`config.mk`:
```
export PLATFORM = sky130hd
export DESIGN_NAME = line_follow_ctrl_n
export DESIGN_NICKNAME = d
export VERILOG_FILES = /design/src/rtl/line_follow_pkg.sv /design/src/rtl/lfa_classifier.sv /design/src/rtl/line_follow_ctrl_n.sv
export SDC_FILE = /design/constraint.sdc
export NUM_CORES = 1
export LEC_CHECK = 0
export ABC_AREA = 1
export CAP_MARGIN = 20
export CELL_PAD_IN_SITES_DETAIL_PLACEMENT = 1
export CELL_PAD_IN_SITES_GLOBAL_PLACEMENT = 1
export CORE_MARGIN = 10
export CORE_UTILIZATION = 46
export CTS_CLUSTER_SIZE = 25
export DETAILED_ROUTE_END_ITERATION = 6
export GPL_ROUTABILITY_DRIVEN = 1
export GPL_TIMING_DRIVEN = 0
export PLACE_DENSITY = 0.89
export SKIP_CTS_REPAIR_TIMING = 1
export SLEW_MARGIN = 10
export SYNTH_ARGS = -nofsm -noshare
export SYNTH_HDL_FRONTEND = slang
export SYNTH_SLANG_ARGS = --single-unit
```
`constraint.sdc`:
```
create_clock -name clk_50M -period 3.4 [get_ports clk_50M]
set_clock_uncertainty 0.2 [all_clocks]
set_input_delay 0.51 -clock clk_50M [delete_from_list [all_inputs] [get_ports clk_50M]]
set_output_delay 0.51 -clock clk_50M [all_outputs]
set_load 0.02 [all_outputs]
```
`src/rtl/line_follow_pkg.sv`:
```
// Shared types for the line-following controller.
//   state_e   : controller sequence states
//   pattern_e : decoded sensor-bar pattern
//   drive_e   : motor drive modes
//   TURN_*    : turn command codes from the path planner
//   drive_dir : drive mode -> {m1_a, m1_b, m2_a, m2_b}
//   follow_drive : line-follow drive choice for a decoded pattern
package line_follow_pkg;

  typedef enum logic [2:0] {
    IDLE, FOLLOW, NODE, EXIT_FWD, TURN, SEEK, STOP
  } state_e;

  localparam logic [1:0] TURN_STRAIGHT = 2'd0;
  localparam logic [1:0] TURN_RIGHT    = 2'd1;
  localparam logic [1:0] TURN_UTURN    = 2'd2;
  localparam logic [1:0] TURN_LEFT     = 2'd3;

  typedef enum logic [2:0] {
    PAT_ALL_BLACK, PAT_ALL_WHITE, PAT_RIGHT, PAT_LEFT, PAT_STRAIGHT
  } pattern_e;

  typedef enum logic [2:0] {
    DRV_OFF, DRV_FWD, DRV_CORR_R, DRV_CORR_L, DRV_SPIN_R, DRV_SPIN_L
  } drive_e;

  function automatic logic [3:0] drive_dir(input drive_e mode);
    case (mode)
      DRV_FWD:                drive_dir = 4'b1010;
      DRV_CORR_R, DRV_SPIN_R: drive_dir = 4'b1001;
      DRV_CORR_L, DRV_SPIN_L: drive_dir = 4'b0110;
      default:                drive_dir = 4'b0000;
    endcase
  endfunction

  // All-white never reaches this: the caller holds the previous drive instead.
  function automatic drive_e follow_drive(input pattern_e pat);
    case (pat)
      PAT_RIGHT: follow_drive = DRV_CORR_R;
      PAT_LEFT:  follow_drive = DRV_CORR_L;
      default:   follow_drive = DRV_FWD;
    endcase
  endfunction

endpackage

```
`src/rtl/lfa_classifier.sv`:
```
// One line-sensor channel classifier with hysteresis.
//   clk, rst_n : clock, asynchronous active-low reset
//   sample     : raw ADC sample
//   black      : registered class (1 = black); samples between the
//                thresholds keep the previous class
module lfa_classifier
  import line_follow_pkg::*;
#(
  parameter int SENS_W = 12,
  parameter int HI_TH  = 1000,
  parameter int LO_TH  = 200
) (
  input  logic              clk,
  input  logic              rst_n,
  input  logic [SENS_W-1:0] sample,
  output logic              black
);

  always_ff @(posedge clk or negedge rst_n) begin
    if (!rst_n) begin
      black <= 1'b0;
    end else if (sample > SENS_W'(HI_TH)) begin
      black <= 1'b1;
    end else if (sample < SENS_W'(LO_TH)) begin
      black <= 1'b0;
    end
  end

endmodule

```
`src/rtl/line_follow_ctrl_n.sv`:
```
// Line-following controller: classifies NUM_SENS sensor channels, runs the
// follow / node / turn / seek sequence and drives the H-bridge.
//   clk_50M, rst_n     : clock, asynchronous active-low reset
//   start              : start level, acted on at its rising edge
//   sens               : packed samples, channel i at [i*SENS_W +: SENS_W]
//   turn_cmd/valid     : planner command (0 straight, 1 right, 2 U, 3 left)
//   turn_ready         : waiting at a node for a command
//   end_path           : stop request, overrides everything
//   m1_a..m2_b, dc1/2  : left/right direction bits and duty
//   node_flag          : at a node or turning
//   node_changed       : one-cycle pulse on node declaration
//   running            : not IDLE and not STOP
//   fault              : sticky lost-line / turn-timeout flag
// Optional macro SOFT_RAMP_EN: duty ramps +-1 every 2^10 cycles and ramps to
// zero before a direction change.
module line_follow_ctrl_n
  import line_follow_pkg::*;
#(
  parameter int SENS_W       = 12,
  parameter int NUM_SENS     = 3,
  parameter int HI_TH        = 1000,
  parameter int LO_TH        = 200,
  parameter int DUTY_W       = 5,
  parameter int DUTY_FWD     = 16,
  parameter int DUTY_CORR_HI = 20,
  parameter int DUTY_CORR_LO = 10,
  parameter int DUTY_TURN    = 18,
  parameter int NODE_DEB     = 4,
  parameter int TURN_MIN     = 2_500_000,
  parameter int TURN_TO      = 50_000_000,
  parameter int LOST_TO      = 25_000_000
) (
  input  logic                       clk_50M,
  input  logic                       rst_n,
  input  logic                       start,
  input  logic [NUM_SENS*SENS_W-1:0] sens,
  input  logic [1:0]                 turn_cmd,
  input  logic                       turn_valid,
  output logic                       turn_ready,
  input  logic                       end_path,
  output logic                       m1_a,
  output logic                       m1_b,
  output logic                       m2_a,
  output logic                       m2_b,
  output logic [DUTY_W-1:0]          dc1,
  output logic [DUTY_W-1:0]          dc2,
  output logic                       node_flag,
  output logic                       node_changed,
  output logic                       running,
  output logic                       fault
);

  localparam int CTR = NUM_SENS / 2;
  localparam int MW  = 4 + 2 * DUTY_W;
  localparam logic [31:0] NODE_LAST = 32'(NODE_DEB - 1);
  localparam logic [31:0] TURN_LAST = 32'(TURN_MIN - 1);
  localparam logic [31:0] SEEK_LAST = 32'(TURN_TO - 1);
  localparam logic [31:0] LOST_LAST = 32'(LOST_TO - 1);

  function automatic logic [MW-1:0] drive_word(input drive_e mode);
    logic [DUTY_W-1:0] d1;
    logic [DUTY_W-1:0] d2;
    case (mode)
      DRV_FWD:                begin d1 = DUTY_W'(DUTY_FWD);     d2 = DUTY_W'(DUTY_FWD);     end
      DRV_CORR_R:             begin d1 = DUTY_W'(DUTY_CORR_HI); d2 = DUTY_W'(DUTY_CORR_LO); end
      DRV_CORR_L:             begin d1 = DUTY_W'(DUTY_CORR_LO); d2 = DUTY_W'(DUTY_CORR_HI); end
      DRV_SPIN_R, DRV_SPIN_L: begin d1 = DUTY_W'(DUTY_TURN);    d2 = DUTY_W'(DUTY_TURN);    end
      default:                begin d1 = '0;                    d2 = '0;                    end
    endcase
    drive_word = {drive_dir(mode), d1, d2};
  endfunction

  function automatic logic [31:0] sat_inc(input logic [31:0] v);
    sat_inc = (v == 32'hFFFF_FFFF) ? v : v + 32'd1;
  endfunction

  // ---- stage p0: per-channel hysteresis classification ----
  logic [NUM_SENS-1:0] cls_p0;

  genvar g;
  generate
    for (g = 0; g < NUM_SENS; g++) begin : g_cls
      lfa_classifier #(
        .SENS_W (SENS_W),
        .HI_TH  (HI_TH),
        .LO_TH  (LO_TH)
      ) u_cls (
        .clk    (clk_50M),
        .rst_n  (rst_n),
        .sample (sens[g*SENS_W +: SENS_W]),
        .black  (cls_p0[g])
      );
    end
  endgenerate

  logic     right_any, left_any, seek_hit;
  pattern_e pat;

  assign right_any = |cls_p0[NUM_SENS-1:CTR+1];
  assign left_any  = |cls_p0[CTR-1:0];
  assign seek_hit  = cls_p0[CTR] & ~cls_p0[0] & ~cls_p0[NUM_SENS-1];

  always_comb begin
    pat = PAT_STRAIGHT;
    if (&cls_p0)                      pat = PAT_ALL_BLACK;
    else if (~|cls_p0)                pat = PAT_ALL_WHITE;
    else if (right_any && !left_any)  pat = PAT_RIGHT;
    else if (left_any && !right_any)  pat = PAT_LEFT;
  end

  // ---- stage p1: sequence control and registered drive targets ----
  state_e        state;
  logic          start_q, start_rise;
  logic [31:0]   node_cnt, lost_cnt, turn_cnt;
  logic          is_uturn, first_acq, hit_q;
  logic [MW-1:0] mot_p1;

  assign start_rise = start & ~start_q;

  always_ff @(posedge clk_50M or negedge rst_n) begin
    if (!rst_n) begin
      state        <= IDLE;
      start_q      <= 1'b0;
      node_cnt     <= '0;
      lost_cnt     <= '0;
      turn_cnt     <= '0;
      is_uturn     <= 1'b0;
      first_acq    <= 1'b0;
      hit_q        <= 1'b0;
      turn_ready   <= 1'b0;
      node_flag    <= 1'b0;
      node_changed <= 1'b0;
      running      <= 1'b0;
      fault        <= 1'b0;
      mot_p1       <= '0;
    end else begin
      start_q      <= start;
      node_changed <= 1'b0;
      if (end_path) begin
        state      <= STOP;
        turn_ready <= 1'b0;
        node_flag  <= 1'b0;
        running    <= 1'b0;
        mot_p1     <= drive_word(DRV_OFF);
      end else begin
        case (state)
          IDLE, STOP: begin
            if (start_rise) begin
              state    <= FOLLOW;
              running  <= 1'b1;
              fault    <= 1'b0;
              node_cnt <= '0;
              lost_cnt <= '0;
            end
          end
          FOLLOW: begin
            if (pat == PAT_ALL_WHITE) begin
              // Lost line: keep steering as before until the timeout.
              node_cnt <= '0;
              if (lost_cnt == LOST_LAST) begin
                state   <= STOP;
                fault   <= 1'b1;
                running <= 1'b0;
                mot_p1  <= drive_word(DRV_OFF);
              end else begin
                lost_cnt <= sat_inc(lost_cnt);
              end
            end else begin
              lost_cnt <= '0;
              if (pat == PAT_ALL_BLACK && node_cnt == NODE_LAST) begin
                state        <= NODE;
                node_changed <= 1'b1;
                node_flag    <= 1'b1;
                turn_ready   <= 1'b1;
                node_cnt     <= '0;
                mot_p1       <= drive_word(DRV_OFF);
              end else begin
                node_cnt <= (pat == PAT_ALL_BLACK) ? sat_inc(node_cnt) : '0;
                mot_p1   <= drive_word(follow_drive(pat));
              end
            end
          end
          NODE: begin
            if (turn_valid && turn_ready) begin
              turn_ready <= 1'b0;
              turn_cnt   <= '0;
              is_uturn   <= (turn_cmd == TURN_UTURN);
              case (turn_cmd)
                TURN_STRAIGHT: begin
                  state  <= EXIT_FWD;
                  mot_p1 <= drive_word(DRV_FWD);
                end
                TURN_LEFT: begin
                  state  <= TURN;
                  mot_p1 <= drive_word(DRV_SPIN_L);
                end
                default: begin
                  state  <= TURN;
                  mot_p1 <= drive_word(DRV_SPIN_R);
                end
              endcase
            end
          end
          EXIT_FWD: begin
            if (pat != PAT_ALL_BLACK) begin
              state     <= FOLLOW;
              node_flag <= 1'b0;
              node_cnt  <= '0;
              lost_cnt  <= '0;
            end
          end
          TURN: begin
            // Blind spin: sensors are ignored until the minimum time elapses.
            if (turn_cnt == TURN_LAST) begin
              state     <= SEEK;
              turn_cnt  <= '0;
              first_acq <= 1'b0;
              hit_q     <= 1'b0;
            end else begin
              turn_cnt <= sat_inc(turn_cnt);
            end
          end
          SEEK: begin
            hit_q <= seek_hit;
            // A U-turn passes over the line once; exit on the second rising
            // acquisition, any other turn exits on the first.
            if (seek_hit && (!is_uturn || (first_acq && !hit_q))) begin
              state     <= FOLLOW;
              node_flag <= 1'b0;
              node_cnt  <= '0;
              lost_cnt  <= '0;
              mot_p1    <= drive_word(DRV_FWD);
            end else if (turn_cnt == SEEK_LAST) begin
              state     <= STOP;
              fault     <= 1'b1;
              running   <= 1'b0;
              node_flag <= 1'b0;
              mot_p1    <= drive_word(DRV_OFF);
            end else begin
              turn_cnt <= sat_inc(turn_cnt);
              if (seek_hit && !hit_q) first_acq <= 1'b1;
            end
          end
          default: begin
            state   <= IDLE;
            running <= 1'b0;
            mot_p1  <= drive_word(DRV_OFF);
          end
        endcase
      end
    end
  end

  logic [3:0]        dir_p1;
  logic [DUTY_W-1:0] tgt1_p1, tgt2_p1;

  assign dir_p1  = mot_p1[MW-1 -: 4];
  assign tgt1_p1 = mot_p1[2*DUTY_W-1 -: DUTY_W];
  assign tgt2_p1 = mot_p1[DUTY_W-1:0];

`ifdef SOFT_RAMP_EN
  // ---- stage p2: duty slew toward the p1 targets ----
  function automatic logic [DUTY_W-1:0] step_to(input logic [DUTY_W-1:0] cur,
                                                input logic [DUTY_W-1:0] tgt);
    if (cur < tgt)      step_to = cur + 1'b1;
    else if (cur > tgt) step_to = cur - 1'b1;
    else                step_to = cur;
  endfunction

  logic [9:0]        ramp_div;
  logic [3:0]        dir_p2;
  logic [DUTY_W-1:0] dc1_p2, dc2_p2;

  always_ff @(posedge clk_50M or negedge rst_n) begin
    if (!rst_n) begin
      ramp_div <= '0;
      dir_p2   <= '0;
      dc1_p2   <= '0;
      dc2_p2   <= '0;
    end else begin
      // Free-running prescaler: its wrap is the ramp tick.
      ramp_div <= ramp_div + 10'd1;
      if (end_path) begin
        dir_p2 <= '0;
        dc1_p2 <= '0;
        dc2_p2 <= '0;
      end else if (ramp_div == '1) begin
        if (dir_p2 != dir_p1) begin
          // Never reverse a loaded bridge: reach zero duty first.
          if (dc1_p2 == '0 && dc2_p2 == '0) begin
            dir_p2 <= dir_p1;
          end else begin
            dc1_p2 <= step_to(dc1_p2, '0);
            dc2_p2 <= step_to(dc2_p2, '0);
          end
        end else begin
          dc1_p2 <= step_to(dc1_p2, tgt1_p1);
          dc2_p2 <= step_to(dc2_p2, tgt2_p1);
        end
      end
    end
  end

  assign {m1_a, m1_b, m2_a, m2_b} = dir_p2;
  assign dc1 = dc1_p2;
  assign dc2 = dc2_p2;
`else
  assign {m1_a, m1_b, m2_a, m2_b} = dir_p1;
  assign dc1 = tgt1_p1;
  assign dc2 = tgt2_p1;
`endif

endmodule

```
Yosys cells after proc, flatten, opt, wreduce, memory -nomap -nowiden
Index checks and enable logic that the tools add are counted.
{"block": "word_totals", "ff_bits": 125, "latchBits": 0, "ramBits": 0, "rom_bits": 0, "inputBits": 43, "out_inout_bits": 19, "wordCells": 219, "mem_count": 0}
{"block": "op_classes", "n_addsub": 3, "mul": 0, "n_div": 0, "n_lt_le_gt_ge": 6, "eq_ne": 52, "n_shift": 0, "mux": 89, "bitwise": 7, "n_reduce_logical": 45}
{"op": "$mux W32", "n": 15}
{"op": "$pmux W32 S4", "n": 2}
{"op": "$mux W14", "n": 7}
{"op": "$add A32 B1 Y32 const B", "n": 3}
{"op": "$eq A32 B32 Y1 const B", "n": 3}
{"op": "$pmux W32 S3", "n": 1}
{"op": "$mux W3", "n": 19}
{"op": "$pmux W14 S4", "n": 1}
{"op": "$pmux W5 S4", "n": 2}
{"op": "$gt A12 B10 Y1 const B", "n": 3}
{"op": "$lt A12 B8 Y1 const B", "n": 3}
{"op": "$ne A3 B3 Y1 const B", "n": 12}
{"op": "$eq A32 B2 Y1 const B", "n": 1}
{"op": "$eq A32 B22 Y1 const B", "n": 1}
{"op": "$eq A32 B25 Y1 const B", "n": 1}
{"op": "$eq A32 B26 Y1 const B", "n": 1}
{"op": "$mux W1", "n": 32}
{"op": "$pmux W14 S2", "n": 1}
{"op": "$ne A2 B2 Y1 const B", "n": 11}
{"op": "$reduce_and A7 Y1", "n": 3}
{"op": "$eq A3 B2 Y1 const B", "n": 6}
{"op": "$pmux W3 S6", "n": 1}
{"op": "$reduce_and A6 Y1", "n": 3}
{"op": "$eq A3 B3 Y1 const B", "n": 5}
{"op": "other kinds (26)", "n": 65}

Depth between registers and ports, before layout
{"block": "depth", "word_depth": 19, "mapped_depth": 15, "mapped_depth_nobuf": 13}

Hierarchy
From an unflattened synthesis, not the netlist that was laid out.
{"block": "hier_totals", "hier_cells": 1570, "hier_area_um2": 9576.7}
{"mod": "line_follow_ctrl_n", "n_inst": 1, "cells_per_inst": 1504, "area_per_inst_um2": 9253.9, "seq_area_each_um2": 2952.8}
{"mod": "lfa_classifier", "n_inst": 3, "cells_per_inst": 22, "area_per_inst_um2": 107.6, "seq_area_each_um2": 25.0}

Worst setup path after synthesis
Ideal clock, no wire load.
{"block": "synth_timing", "path_type": "flip-flop to flip-flop", "start": "reg lost_cnt[0]", "end": "reg lost_cnt[29]", "setup_time_ps": 126, "arrival_time_ps": 1806, "t_required_ps": 3074, "setup_slack_ps": 1268, "path_stages_with_launch": 15, "n_path_buf": 2, "synth_period_minus_slack_ps": 2132, "path_cell_list": "dfrtp_1 ha_1 nand2_1 nor2_4 nand2_4 nor2_4 nand2_1 nor2_1 nand2_1 nand2_2 nand2_2 nand2_4 buf_8 buf_6 o21ai_0"}
{"block": "synth_via", "elab_chain_len": 5, "word_cells_on_any_way": 10, "cone_classes": "add/sub: 1; eq/ne: 4; mux: 4; reduce/logical: 1"}
{"item": "start: declaration", "line_no": "line_follow_ctrl_n.sv:114", "text": "logic [31:0] node_cnt, lost_cnt, turn_cnt;"}
{"item": "start signal: assignment", "line_no": "line_follow_ctrl_n.sv:166", "text": "lost_cnt <= sat_inc(lost_cnt);"}
{"item": "$add A32 B1 Y32", "line_no": "line_follow_ctrl_n.sv:74", "text": "sat_inc = (v == 32'hFFFF_FFFF) ? v : v + 32'd1;"}
{"item": "$mux W32", "line_no": "line_follow_ctrl_n.sv:74"}
{"item": "$mux W32", "line_no": "line_follow_ctrl_n.sv:160", "text": "if (lost_cnt == LOST_LAST) begin"}
{"item": "$mux W32", "line_no": "line_follow_ctrl_n.sv:157", "text": "if (pat == PAT_ALL_WHITE) begin"}
{"item": "$pmux W32 S4", "line_no": "line_follow_ctrl_n.sv:146", "text": "case (state)"}
Parallel ways exist; a longest one is shown, timed or not. The select of a mux whose other input is x is not followed.
A chain may end at the register's enable or synchronous reset.

Worst setup path after layout
{"block": "layout_timing", "start": "reg turn_cnt[0]", "end": "reg mot_p1[1]"}
{"block": "layout_via", "elab_chain_len": 3}
{"item": "start: declaration", "line_no": "line_follow_ctrl_n.sv:114"}
{"item": "start signal: assignment", "line_no": "line_follow_ctrl_n.sv:220", "text": "turn_cnt <= sat_inc(turn_cnt);"}
{"item": "start signal: assignment", "line_no": "line_follow_ctrl_n.sv:240", "text": "turn_cnt <= sat_inc(turn_cnt);"}
{"item": "$eq A32 B26 Y1", "line_no": "line_follow_ctrl_n.sv:233", "text": "end else if (turn_cnt == SEEK_LAST) begin"}
{"item": "$ne A4 B4 Y1 (no line)"}
{"item": "$reduce_and A4 Y1 (no line)"}
{"item": "end signal: assignment", "line_no": "line_follow_ctrl_n.sv:232", "text": "mot_p1 <= drive_word(DRV_FWD);"}
{"item": "end signal: assignment", "line_no": "line_follow_ctrl_n.sv:238", "text": "mot_p1 <= drive_word(DRV_OFF);"}
{"item": "end signal: assignment", "line_no": "line_follow_ctrl_n.sv:247", "text": "mot_p1 <= drive_word(DRV_OFF);"}
{"item": "end: declaration", "line_no": "line_follow_ctrl_n.sv:116", "text": "logic [MW-1:0] mot_p1;"}
No other way between the ends.

==> results.cfg <==
[run_status]
status = complete, no violations

[synthesis]
syn_area_mm2 = 0.00941
synthFlopType = dfrtp_1
syn_avg_cell_area_um2 = 6.21
yosys-top-cells-count = nand2_1, nor2_1, inv_1, dfrtp_1, nand3_1
yosysWarnings = 0
synth-async-reset-ratio_pct = 100
synth-xor-area-share_pct = 3.26
synth_top_area_cell = dfrtp_1
synthCells = 1515
synth_top_family_by_area = simple AND/OR/NAND/NOR gates
synth_top_cell_area_share_pct = 32.2
synth_compound_area_share_pct = 7.19
yosys.area_share.adder_pct = 1.06
yosysSeqAreaShare_pct = 32.2
synthTopCellsByArea = dfrtp_1, nand2_1, nor2_1, inv_1, nand3_1
muxShareOfSynthArea_pct = 0
synth_cell_types = 44
ys_ff_latch = 121
synth-simple-area-share_pct = 46.9
synth.most_common_cell = nand2_1
synth_edf_count = 0

[hold_path]
whs_path_depth = 2
hp-start = running$_DFFE_PN0P_
hold_path_class = flop to flop
min_to = running$_DFFE_PN0P_

[cells_and_area]
utilization_pct = 54.1
drive_above_1_share_pct = 8.46
final_area_mm2 = 0.0109
syn_to_final_growth_pct = 16.0
nNetsFinal = 1646
fin_cells = 1879

[clocking]
h-tree-depth = 4
cts_tree = done
cts_sinks = 121
clk_latency_ps = 430
cts-buffers-inserted = 17
clk_path_buf_depth = 2
cts-root-buf = clkbuf_16
clkSlewWorstSetupHoldPaths_ps = 70

[global_route]
grt_overflow_total = 0
grt_pass1_wl_um = 54800
track_usage_pct = 25.5
grt_max_degree = 67
antenna_found_initial = 1
grt_pass1_vias = 10800

[setup_path]
required_ps = 3520
crit_path_frequent_cell = nand2_1
max_stage_delay_ps = 450
cp_data_arrival_time_ps = 2960
critical_path_buf_inv_count = 0
cp_cell_sequence = ha_1 > nand2_1 > nor2_2 > nand3_1 > nor2_1 > nand2_1 > nand3_1 > nand2_1 > nor2_2 > nand2_2 > nand2_1 > nand2_1
slowest_stage = dfrtp_1
ff2ff_path_depth = 12
crit_family = simple AND/OR/NAND/NOR gates
criticalPathCategory = flop to flop
regToRegSetupSlack_ps = 560
cp-end-kind = flop
reg2reg_to = mot_p1[1]$_DFFE_PN0P_
path_max_fanout = 10
timing.rr.start = turn_cnt[0]$_DFFE_PN0P_
start_kind = flop
cp.depth = 12

[route]
ant_nets = 0
drtPass1Iterations = 5
drc = 0
finalWirelength_um = 33800
routed_via_density = 5.56
routedWlPerCell_um = 18.0
drt_iter0_markers = 666
num_vias = 10400

[placement]
dp_hpwl_um = 26300
gp_congestion = 0.961
placed_area_mm2 = 0.0104
place_ws_ps = 661
dpl.cell_count = 1845
port_buffers = 58

[die]
io_pins = 62
rows = 52
die_h_um = 163
dieArea_mm2 = 0.0266
die_w_um = 163
initial_core_util_pct = 46.7
coreArea_mm2 = 0.0202

[timing]
finalCriticalPeriod_ps = 2840
setup_ws_ps = 562
relSlewSlack_pct = 36.5
clock.fmax_ghz = 0.352
max_slew.worst_pin.slew_ps = 945
hold_viol = 0
rsz0062_at_grt = no
post-route-period-util_pct = 83.5
slew_violations = 0
setup_viol = 0

[power]
p_per_area_mw_per_mm2 = 470
ir_drop_mv = 0.341
leakagePower_nw = 5.04

[run]
maxCapViolations = 0
## worst min-delay path, delay by kind of cell (launching register included)
| family | cells | cell delay [ps] |
|---|---|---|
| flip-flops | 1 | 350 |
| AND/OR/NAND/NOR | 2 | 110 |
## layout by cell type, fill, tap and decap left out, drive strengths merged
master,instances
conb,2
inv,160
nand4,58
clkinv,8
nand3b,4
buf,34
o31ai,2
o311ai,2
nor4,6
nand3,105
nor2,238
diode,1
ha,8
clkbuf,34
nor3b,1
xnor2,3
or2,6
a31o,1
o21bai,1
dlygate4sd3,1
clkdlybuf4s50,57
o21ai,70
o211ai,12
o221ai,1
nand2,571
xor2,32
a21oi,25
clkinvlp,3
nor3,42
dfrtp,121
## per-stage QoR
stage	setup TNS [ps]	power, mW	hold WS (ps)
finish	0	5.13	290
CTS	0	5.15	-122
global route	0	5.40	326
detailed placement	0	3.42	276
floorplan	0	2.79	14.4
global placement	-406000	3.36	254
## sequential cells by signal (all words and copies together) (netlist names), 3 cells and up
name and cells:
lost_cnt 32, state 3, turn_cnt 32, mot_p1 10, g_cls.u_cls.black 3, node_cnt 32
## how the worst max path moves through the flow
stage / startpoint / end / slack, ps
finish: turn_cnt[0]$_DFFE_PN0P_ / mot_p1[1]$_DFFE_PN0P_ / 560
CTS: turn_cnt[0]$_DFFE_PN0P_ / mot_p1[1]$_DFFE_PN0P_ / 640
detailed placement: lost_cnt[0]$_DFFE_PN0P_ / lost_cnt[5]$_DFFE_PN0P_ / 660
global route: turn_cnt[0]$_DFFE_PN0P_ / mot_p1[11]$_DFFE_PN0P_ / 420
floorplan: lost_cnt[0]$_DFFE_PN0P_ / lost_cnt[29]$_DFFE_PN0P_ / 1270
global placement: rst_n / lost_cnt[25]$_DFFE_PN0P_ / -3370
## cells by family (layout without fill, tap and decap cells)
| logic type | Yosys count | after routing |
|---|---|---|
| simple gates | 1031 | 1031 |
| other cells | 1 | 3 |
| xor+xnor | 35 | 35 |
| buf+inv | 205 | 297 |
| flops | 121 | 121 |
| compound gates | 114 | 114 |
| fa+ha+maj | 8 | 8 |
## report_power, final
part | switching, mW | internal, mW | total [mW]
Sequential | 0.117 | 1.56 | 1.68
Clock | 0.771 | 0.944 | 1.71
Combinational | 1.20 | 0.534 | 1.74
## final cells by class
class,instances,area [µm²]
fillers,2806,9250
clock buffers,17,425
flip-flops and latches,121,3030
clock inverters,15,119
repair buffers,60,619
plain buffers,49,298
inverters,156,586
diodes,1,2.50
multi-input cells,1190,5510
well taps,270,338
## routing by layer
layer | vias to the layer above | track usage [%] | wire length (µm)
met2 | 262 | 45.1 | 16700
met1 | 5148 | 30.8 | 14700
met3 | 53 | 4.71 | 1660
met4 | 0 | 7.91 | 720
met5 | - | 0 | 0
li1 | 4975 | - | -
Power figures use the tool's default switching activity.
